===== config.mk =====
export PLATFORM = sky130hd
export DESIGN_NAME = imm_pipe_stage
export DESIGN_NICKNAME = d
export VERILOG_FILES = /design/src/rtl/imm_pkg.sv /design/src/rtl/imm_format_decode.sv /design/src/rtl/imm_pipe_stage.sv
export SDC_FILE = /design/constraint.sdc
export NUM_CORES = 1
export LEC_CHECK = 0
export ABC_AREA = 1
export CAP_MARGIN = 20
export CELL_PAD_IN_SITES_DETAIL_PLACEMENT = 0
export CELL_PAD_IN_SITES_GLOBAL_PLACEMENT = 1
export CORE_MARGIN = 2
export CORE_UTILIZATION = 47
export CTS_CLUSTER_DIAMETER = 60
export DETAILED_ROUTE_END_ITERATION = 10
export DONT_BUFFER_PORTS = 1
export HOLD_SLACK_MARGIN = 0.06
export MAX_ROUTING_LAYER = met4
export PLACE_DENSITY = 0.81
export SYNTH_ARGS = -nofsm -noshare
export SYNTH_HDL_FRONTEND = slang
export SYNTH_SLANG_ARGS = --single-unit

===== constraint.sdc =====
create_clock -name clk -period 3.6 [get_ports clk]
set_input_delay 0.36 -clock clk [delete_from_list [all_inputs] [get_ports clk]]
set_output_delay 0.36 -clock clk [all_outputs]
set_load 0.02 [all_outputs]

===== src/rtl/imm_pkg.sv =====
`default_nettype none
// ============================================================================
//  Module      : imm_pkg
//  Description : Shared definitions for the pipelined immediate generator:
//                RV opcode constants, the output format encoding and the
//                datapath-width legality check.
//  Revision    : 1.0 - initial release
// ============================================================================
package imm_pkg;

  // Major opcodes (instr[6:0])
  localparam logic [6:0] c_opc_load     = 7'b0000011;
  localparam logic [6:0] c_opc_misc_mem = 7'b0001111;
  localparam logic [6:0] c_opc_op_imm   = 7'b0010011;
  localparam logic [6:0] c_opc_auipc    = 7'b0010111;
  localparam logic [6:0] c_opc_op_imm32 = 7'b0011011;
  localparam logic [6:0] c_opc_store    = 7'b0100011;
  localparam logic [6:0] c_opc_op       = 7'b0110011;
  localparam logic [6:0] c_opc_lui      = 7'b0110111;
  localparam logic [6:0] c_opc_op32     = 7'b0111011;
  localparam logic [6:0] c_opc_branch   = 7'b1100011;
  localparam logic [6:0] c_opc_jalr     = 7'b1100111;
  localparam logic [6:0] c_opc_jal      = 7'b1101111;
  localparam logic [6:0] c_opc_system   = 7'b1110011;

  // Immediate format reported on out_fmt
  typedef enum logic [2:0] {
    FMT_NONE  = 3'd0,
    FMT_I     = 3'd1,
    FMT_S     = 3'd2,
    FMT_B     = 3'd3,
    FMT_U     = 3'd4,
    FMT_J     = 3'd5,
    FMT_SHAMT = 3'd6,
    FMT_ZIMM  = 3'd7
  } imm_fmt_e;

  // Only RV32 and RV64 datapaths are supported.
  function automatic bit xlen_legal(input int xlen);
    return (xlen == 32) || (xlen == 64);
  endfunction

endpackage
`default_nettype wire


===== src/rtl/imm_format_decode.sv =====
`default_nettype none
// ============================================================================
//  Module      : imm_format_decode
//  Description : Combinational opcode decoder and immediate extender.
//                Classifies the instruction word into an immediate format,
//                builds the sign/zero-extended XLEN-wide immediate and flags
//                opcodes that are not recognised for this XLEN.
//  Ports       : i_instr   - raw 32-bit instruction word
//                o_imm     - extended immediate (0 for NONE)
//                o_fmt     - immediate format code
//                o_illegal - opcode not recognised
//  Revision    : 1.0 - initial release
// ============================================================================
module imm_format_decode
  import imm_pkg::*;
#(
  parameter int XLEN = 32
) (
  input  logic [31:0]     i_instr,
  output logic [XLEN-1:0] o_imm,
  output imm_fmt_e        o_fmt,
  output logic            o_illegal
);

  logic [6:0]      w_opc;
  logic [2:0]      w_funct3;
  logic            w_sign;
  logic [XLEN-1:0] w_imm_i;
  logic [XLEN-1:0] w_imm_s;
  logic [XLEN-1:0] w_imm_b;
  logic [XLEN-1:0] w_imm_u;
  logic [XLEN-1:0] w_imm_j;
  logic [XLEN-1:0] w_shamt5;
  logic [XLEN-1:0] w_shamt6;
  logic [XLEN-1:0] w_zimm;
  logic            w_is_shift;

  assign w_opc    = i_instr[6:0];
  assign w_funct3 = i_instr[14:12];
  assign w_sign   = i_instr[31];

  // Every signed format keeps bit 31 as its sign bit, so the replication
  // count absorbs the top field bit and stays positive for XLEN=32.
  assign w_imm_i  = {{(XLEN-11){w_sign}}, i_instr[30:20]};
  assign w_imm_s  = {{(XLEN-11){w_sign}}, i_instr[30:25], i_instr[11:7]};
  assign w_imm_b  = {{(XLEN-12){w_sign}}, i_instr[7], i_instr[30:25],
                     i_instr[11:8], 1'b0};
  assign w_imm_u  = {{(XLEN-31){w_sign}}, i_instr[30:12], 12'b0};
  assign w_imm_j  = {{(XLEN-20){w_sign}}, i_instr[19:12], i_instr[20],
                     i_instr[30:21], 1'b0};
  assign w_shamt5 = {{(XLEN-5){1'b0}}, i_instr[24:20]};
  assign w_shamt6 = {{(XLEN-6){1'b0}}, i_instr[25:20]};
  assign w_zimm   = {{(XLEN-5){1'b0}}, i_instr[19:15]};

  // SLLI/SRLI/SRAI (and the W forms) share funct3 001/101; funct7 is
  // never part of the immediate.
  assign w_is_shift = (w_funct3 == 3'b001) || (w_funct3 == 3'b101);

  always_comb begin
    o_imm     = '0;
    o_fmt     = FMT_NONE;
    o_illegal = 1'b0;
    case (w_opc)
      c_opc_load, c_opc_jalr: begin
        o_imm = w_imm_i;
        o_fmt = FMT_I;
      end
      c_opc_op_imm: begin
        if (w_is_shift) begin
          o_imm = (XLEN == 64) ? w_shamt6 : w_shamt5;
          o_fmt = FMT_SHAMT;
        end else begin
          o_imm = w_imm_i;
          o_fmt = FMT_I;
        end
      end
      c_opc_op_imm32: begin
        if (XLEN == 64) begin
          if (w_is_shift) begin
            o_imm = w_shamt5;
            o_fmt = FMT_SHAMT;
          end else begin
            o_imm = w_imm_i;
            o_fmt = FMT_I;
          end
        end else begin
          o_illegal = 1'b1;
        end
      end
      c_opc_store: begin
        o_imm = w_imm_s;
        o_fmt = FMT_S;
      end
      c_opc_branch: begin
        o_imm = w_imm_b;
        o_fmt = FMT_B;
      end
      c_opc_lui, c_opc_auipc: begin
        o_imm = w_imm_u;
        o_fmt = FMT_U;
      end
      c_opc_jal: begin
        o_imm = w_imm_j;
        o_fmt = FMT_J;
      end
      c_opc_system: begin
        // CSR*I forms carry a 5-bit unsigned immediate in the rs1 field.
        if (w_funct3[2]) begin
          o_imm = w_zimm;
          o_fmt = FMT_ZIMM;
        end
      end
      c_opc_op, c_opc_misc_mem: begin
        // Legal, no immediate.
      end
      c_opc_op32: begin
        o_illegal = (XLEN != 64);
      end
      default: begin
        o_illegal = 1'b1;
      end
    endcase
  end

endmodule
`default_nettype wire


===== src/rtl/imm_pipe_stage.sv =====
`default_nettype none
// ============================================================================
//  Module      : imm_pipe_stage
//  Description : Two-stage pipelined immediate generator with valid/ready
//                handshakes on both sides. S1 decodes and extends the
//                immediate, S2 adds the PC and drives the registered outputs.
//                Also keeps a saturating count of illegal results delivered.
//  Ports       : clk, reset          - clock, synchronous active-high reset
//                flush               - synchronous kill of both stages
//                in_valid/in_ready   - input handshake
//                in_instr, in_pc     - instruction word and its address
//                out_valid/out_ready - output handshake
//                out_imm, out_target - immediate and pc + immediate
//                out_fmt, out_illegal- format code and illegal-opcode flag
//                illegal_count       - saturating illegal-result counter
//  Revision    : 1.0 - initial release
// ============================================================================
module imm_pipe_stage
  import imm_pkg::*;
#(
  parameter int XLEN  = 32,
  parameter int CNT_W = 16
) (
  input  logic             clk,
  input  logic             reset,
  input  logic             flush,
  input  logic             in_valid,
  output logic             in_ready,
  input  logic [31:0]      in_instr,
  input  logic [XLEN-1:0]  in_pc,
  output logic             out_valid,
  input  logic             out_ready,
  output logic [XLEN-1:0]  out_imm,
  output logic [XLEN-1:0]  out_target,
  output logic [2:0]       out_fmt,
  output logic             out_illegal,
  output logic [CNT_W-1:0] illegal_count
);

  if (!xlen_legal(XLEN)) begin : g_xlen_check
    $error("imm_pipe_stage: XLEN must be 32 or 64");
  end

  localparam logic [CNT_W-1:0] c_cnt_max = {CNT_W{1'b1}};
  localparam logic [CNT_W-1:0] c_cnt_one = CNT_W'(1);

  // Decoder outputs
  logic [XLEN-1:0]  w_dec_imm;
  imm_fmt_e         w_dec_fmt;
  logic             w_dec_illegal;

  // Handshake
  logic             w_s2_adv;
  logic             w_s1_adv;
  logic             w_out_hs;

  // Stage 1 registers
  logic             r_s1_valid;
  logic [XLEN-1:0]  r_s1_imm;
  logic [XLEN-1:0]  r_s1_pc;
  imm_fmt_e         r_s1_fmt;
  logic             r_s1_illegal;

  // Stage 2 (output) registers
  logic             r_s2_valid;
  logic [XLEN-1:0]  r_s2_imm;
  logic [XLEN-1:0]  r_s2_target;
  logic [2:0]       r_s2_fmt;
  logic             r_s2_illegal;

  logic [CNT_W-1:0] r_cnt;

  imm_format_decode #(
    .XLEN (XLEN)
  ) u_decode (
    .i_instr   (in_instr),
    .o_imm     (w_dec_imm),
    .o_fmt     (w_dec_fmt),
    .o_illegal (w_dec_illegal)
  );

  // Each stage moves when its successor has room; in_ready is the only
  // combinational path (from out_ready) through the stage.
  assign w_s2_adv = !r_s2_valid || out_ready;
  assign w_s1_adv = !r_s1_valid || w_s2_adv;
  assign w_out_hs = r_s2_valid && out_ready;
  assign in_ready = w_s1_adv;

  always_ff @(posedge clk) begin
    if (reset) begin
      r_s1_valid   <= 1'b0;
      r_s1_imm     <= '0;
      r_s1_pc      <= '0;
      r_s1_fmt     <= FMT_NONE;
      r_s1_illegal <= 1'b0;
      r_s2_valid   <= 1'b0;
      r_s2_imm     <= '0;
      r_s2_target  <= '0;
      r_s2_fmt     <= '0;
      r_s2_illegal <= 1'b0;
      r_cnt        <= '0;
    end else begin
      if (w_s1_adv) begin
        r_s1_valid <= in_valid;
        if (in_valid) begin
          r_s1_imm     <= w_dec_imm;
          r_s1_pc      <= in_pc;
          r_s1_fmt     <= w_dec_fmt;
          r_s1_illegal <= w_dec_illegal;
        end
      end

      if (w_s2_adv) begin
        r_s2_valid <= r_s1_valid;
        if (r_s1_valid) begin
          r_s2_imm     <= r_s1_imm;
          r_s2_target  <= r_s1_pc + r_s1_imm;
          r_s2_fmt     <= r_s1_fmt;
          r_s2_illegal <= r_s1_illegal;
        end
      end

      // Counts delivered results, so an output handshake coinciding with
      // a flush still counts.
      if (w_out_hs && r_s2_illegal && (r_cnt != c_cnt_max)) begin
        r_cnt <= r_cnt + c_cnt_one;
      end

      // Kill wins over any advance on the same edge.
      if (flush) begin
        r_s1_valid <= 1'b0;
        r_s2_valid <= 1'b0;
      end
    end
  end

  assign out_valid     = r_s2_valid;
  assign out_imm       = r_s2_imm;
  assign out_target    = r_s2_target;
  assign out_fmt       = r_s2_fmt;
  assign out_illegal   = r_s2_illegal;
  assign illegal_count = r_cnt;

endmodule
`default_nettype wire


==> key figures <==
Run status
  • Status: finished clean

Layout
  • Highest-count cells in the layout ignoring fill and taps: nand2_1 (361), nor2_1 (290), inv_1 (182)
  • Final std cells w/o fill: 1,669
  • Layout cells sized above 1: 5.38%
  • Net count, final: approximately 1,500
  • Area Growth Syn to Fin: 7.41%
  • Fill count: 2,026
  • Fin area: a little under 10,000 sq um
  • Final core utilization: between 50% and 60%
  • Most common cell after layout, fill and taps aside: nand2_1

Logic synthesis
  • Synth Warn #: 0
  • Prevailing post-synth register cell: dfxtp_1
  • Number of flops mapped to enable cells by yosys: 0
  • Leading area contributor after synthesis: dfxtp_1
  • Seq/Total Area, Yosys: 34.2%
  • Distinct cells, synth: 41
  • Post-Synthesis Cells: 1,449
  • Synth Cell Area: 9020 sq um
  • Top post-synthesis cells by area: dfxtp_1 (34%), nand2_1 (15%), nor2_1 (12%)
  • Syn Nets: between 1,500 and 2,000
  • Top-area cell type share of the netlist area: 34.2%
  • #FFs+latches synth: 154
  • Async S/R FF share, synth: 0%
  • Syn avg cell area: 6.22 sq um

Clocking
  • Post-CTS setup buffer count: 0
  • Root buffer cell: clkbuf_16
  • Clock tree buffer depth: 2
  • Clk sink count: 154
  • CTS buffer count: 17
  • CTS tree: built
  • H-tree Lvls: 4
  • Cts repair resizes: 0
  • Hold Buf Count CTS: 1
  • Clk_lat worst skew: 0.43 ns
  • Clk slew on worst S/H paths: 0.07 ns

Placed design
  • Pre-CTS setup slack: ~1.4 ns
  • GPL Wtd Cong: approximately 0.88
  • DP HPWL: 19.0 mm
  • Placed cell area: 9080 sq um
  • # port buffers: 0
  • DP Cell Count: between 1,500 and 2,000

Hold path
  • Worst min-delay path category: in -> reg

Worst setup path
  • Worst R2R Path Depth: 5
  • Setup CP Type: reg -> reg
  • R2R Setup Slk: 1.49 ns
  • Critical Path End: r_s1_pc[23]
  • Crit path launch type: flop
  • Crit path capture type: flop
  • CP Launch Point: out_valid
  • RR Endpoint: r_s1_pc[23]
  • Crit path required time: 3.96 ns
  • Worst-path fanout max: 68
  • R2R Path Start: out_valid
  • CP arrival: 2.47 ns

Timing
  • RSZ-0062 raised after global routing: no
  • Slew HR: 50.1%
  • Tightest Pin Transition: between 0.7 and 0.8 ns
  • Setup_tns: 0 ns
  • Fin crit period: 2.11 ns
  • Setup ws final: about 1.5 ns
  • Endpoints failing hold: 0
  • Skew final: ~0.010 ns
  • Final setup fails: 0
  • Post-route clock period utilization: 58.5%
  • Fmax: 0.474 GHz
  • Slew Viols, Final: 0
  • Final hold slack: 0.0801 ns

GRT
  • Vias in the first global route: 8,049
  • Largest net degree at the start of global routing: 69
  • First-pass GRT wire length: 41.1 mm
  • GRT overflow: 0
  • GR Util All Layers: 26.6%
  • Initial antenna violation count: 3

Floorplan
  • FP Rows: 50
  • Initial core utilization: 48.0%
  • Core area: 18,800 sq um
  • Boundary Pins: 155
  • Chip width: 143 um
  • DIE AREA: 20,300 sq um
  • Die Span Y: about 140 um

Drt
  • Routed Antenna Nets: 0
  • Vias per inst: 5.09
  • DRT iter0 DRCs: between 400 and 500
  • Drt drc: 0
  • Via count: approximately 8,500
  • Overall routed net length: roughly 25 mm
  • Routed WL per cell: 15.2 um
  • DR pass1 iterations: 5

Flow run
  • # Max-Cap Violations: 0

Power and ir drop
  • Tot Pwr: between 3 and 4 mW
  • Leak: 4.76 nW
  • Max VDD drop: between 0.0003 and 0.0004 V
  • P per Cell Area: 408 nW/um^2
## worst max-delay path: stages, from the launching register on
cell	delay (ns)
dfxtp_1	0.60
nand3_1	0.38
nand2_2	0.17
buf_4	0.53
o21ai_0	0.21
nor2_1	0.13
## logic make-up after synthesis
kind of cell    Yosys count  share of synthesized area, %
simple gates            787                          35.6
flops                   154                          34.2
xor+xnor                 19                          1.85
fa+ha+maj                33                          4.66
buf+inv                 245                          11.1
compound gates          211                          12.6
## cell type report
cell class              instances  area [sq um]  area share [%]
well taps                     234           293            3.02
diodes                          3          7.51          0.0775
clock inverters                13           135            1.40
multi-input cells            1050          4930            51.0
flip-flops and latches        154          3080            31.8
clock buffers                  18           429            4.43
repair buffers                  8          92.6           0.956
inverters                     189           709            7.33
## metal layers
layer  track usage, %  wire length [um]  share of wire [%]
met1             34.7             12100                 48
met2             41.8             11400                 45
met3             5.15              1250                4.9
met4             8.03               595                2.3
met5                -                 0                  0
## synth_stat cells (7+ instances only)
| library cell | number |
|---|---|
| xor2_1 | 14 |
| buf_2 | 14 |
| nor2_1 | 290 |
| a21oi_1 | 79 |
| inv_1 | 183 |
| nor3_1 | 12 |
| buf_6 | 7 |
| ha_1 | 32 |
| nand4_1 | 7 |
| nand3_1 | 93 |
| dfxtp_1 | 154 |
| a21oi_2 | 13 |
| clkbuf_1 | 30 |
| o21ai_0 | 102 |
| nand2_1 | 362 |
## how the worst min path moves through the flow
stage	start	slack, ns	end	cells after the start
2_1_floorplan	r_s1_fmt[0]	0.44	r_s1_fmt[0]	2
3_3_place_gp	r_s1_fmt[2]	0.45	r_s1_fmt[2]	2
3_5_place_dp	reset	0.45	out_target[2]	1
4_1_cts	reset	0.07	out_target[31]	3
5_1_grt	reset	0.07	out_target[31]	3
6_report	reset	0.08	out_target[19]	3
## registers in the layout, summed over array words and instances (netlist names)
name and count:
out_imm 32, out_target 32, r_s1_imm 32, r_s1_pc 32, illegal_count 16, out_fmt 3
r_s1_fmt 3, out_illegal 1, out_valid 1, r_s1_illegal 1, r_s1_valid 1
## power by group
group | switching (mW) | total (mW) | internal (mW)
logic | 0.219 | 0.329 | 0.110
registers | 0.0938 | 1.87 | 1.77
clock network | 0.783 | 1.75 | 0.970
total | 1.10 | 3.95 | 2.85
(Power assumes the default switching activity.)
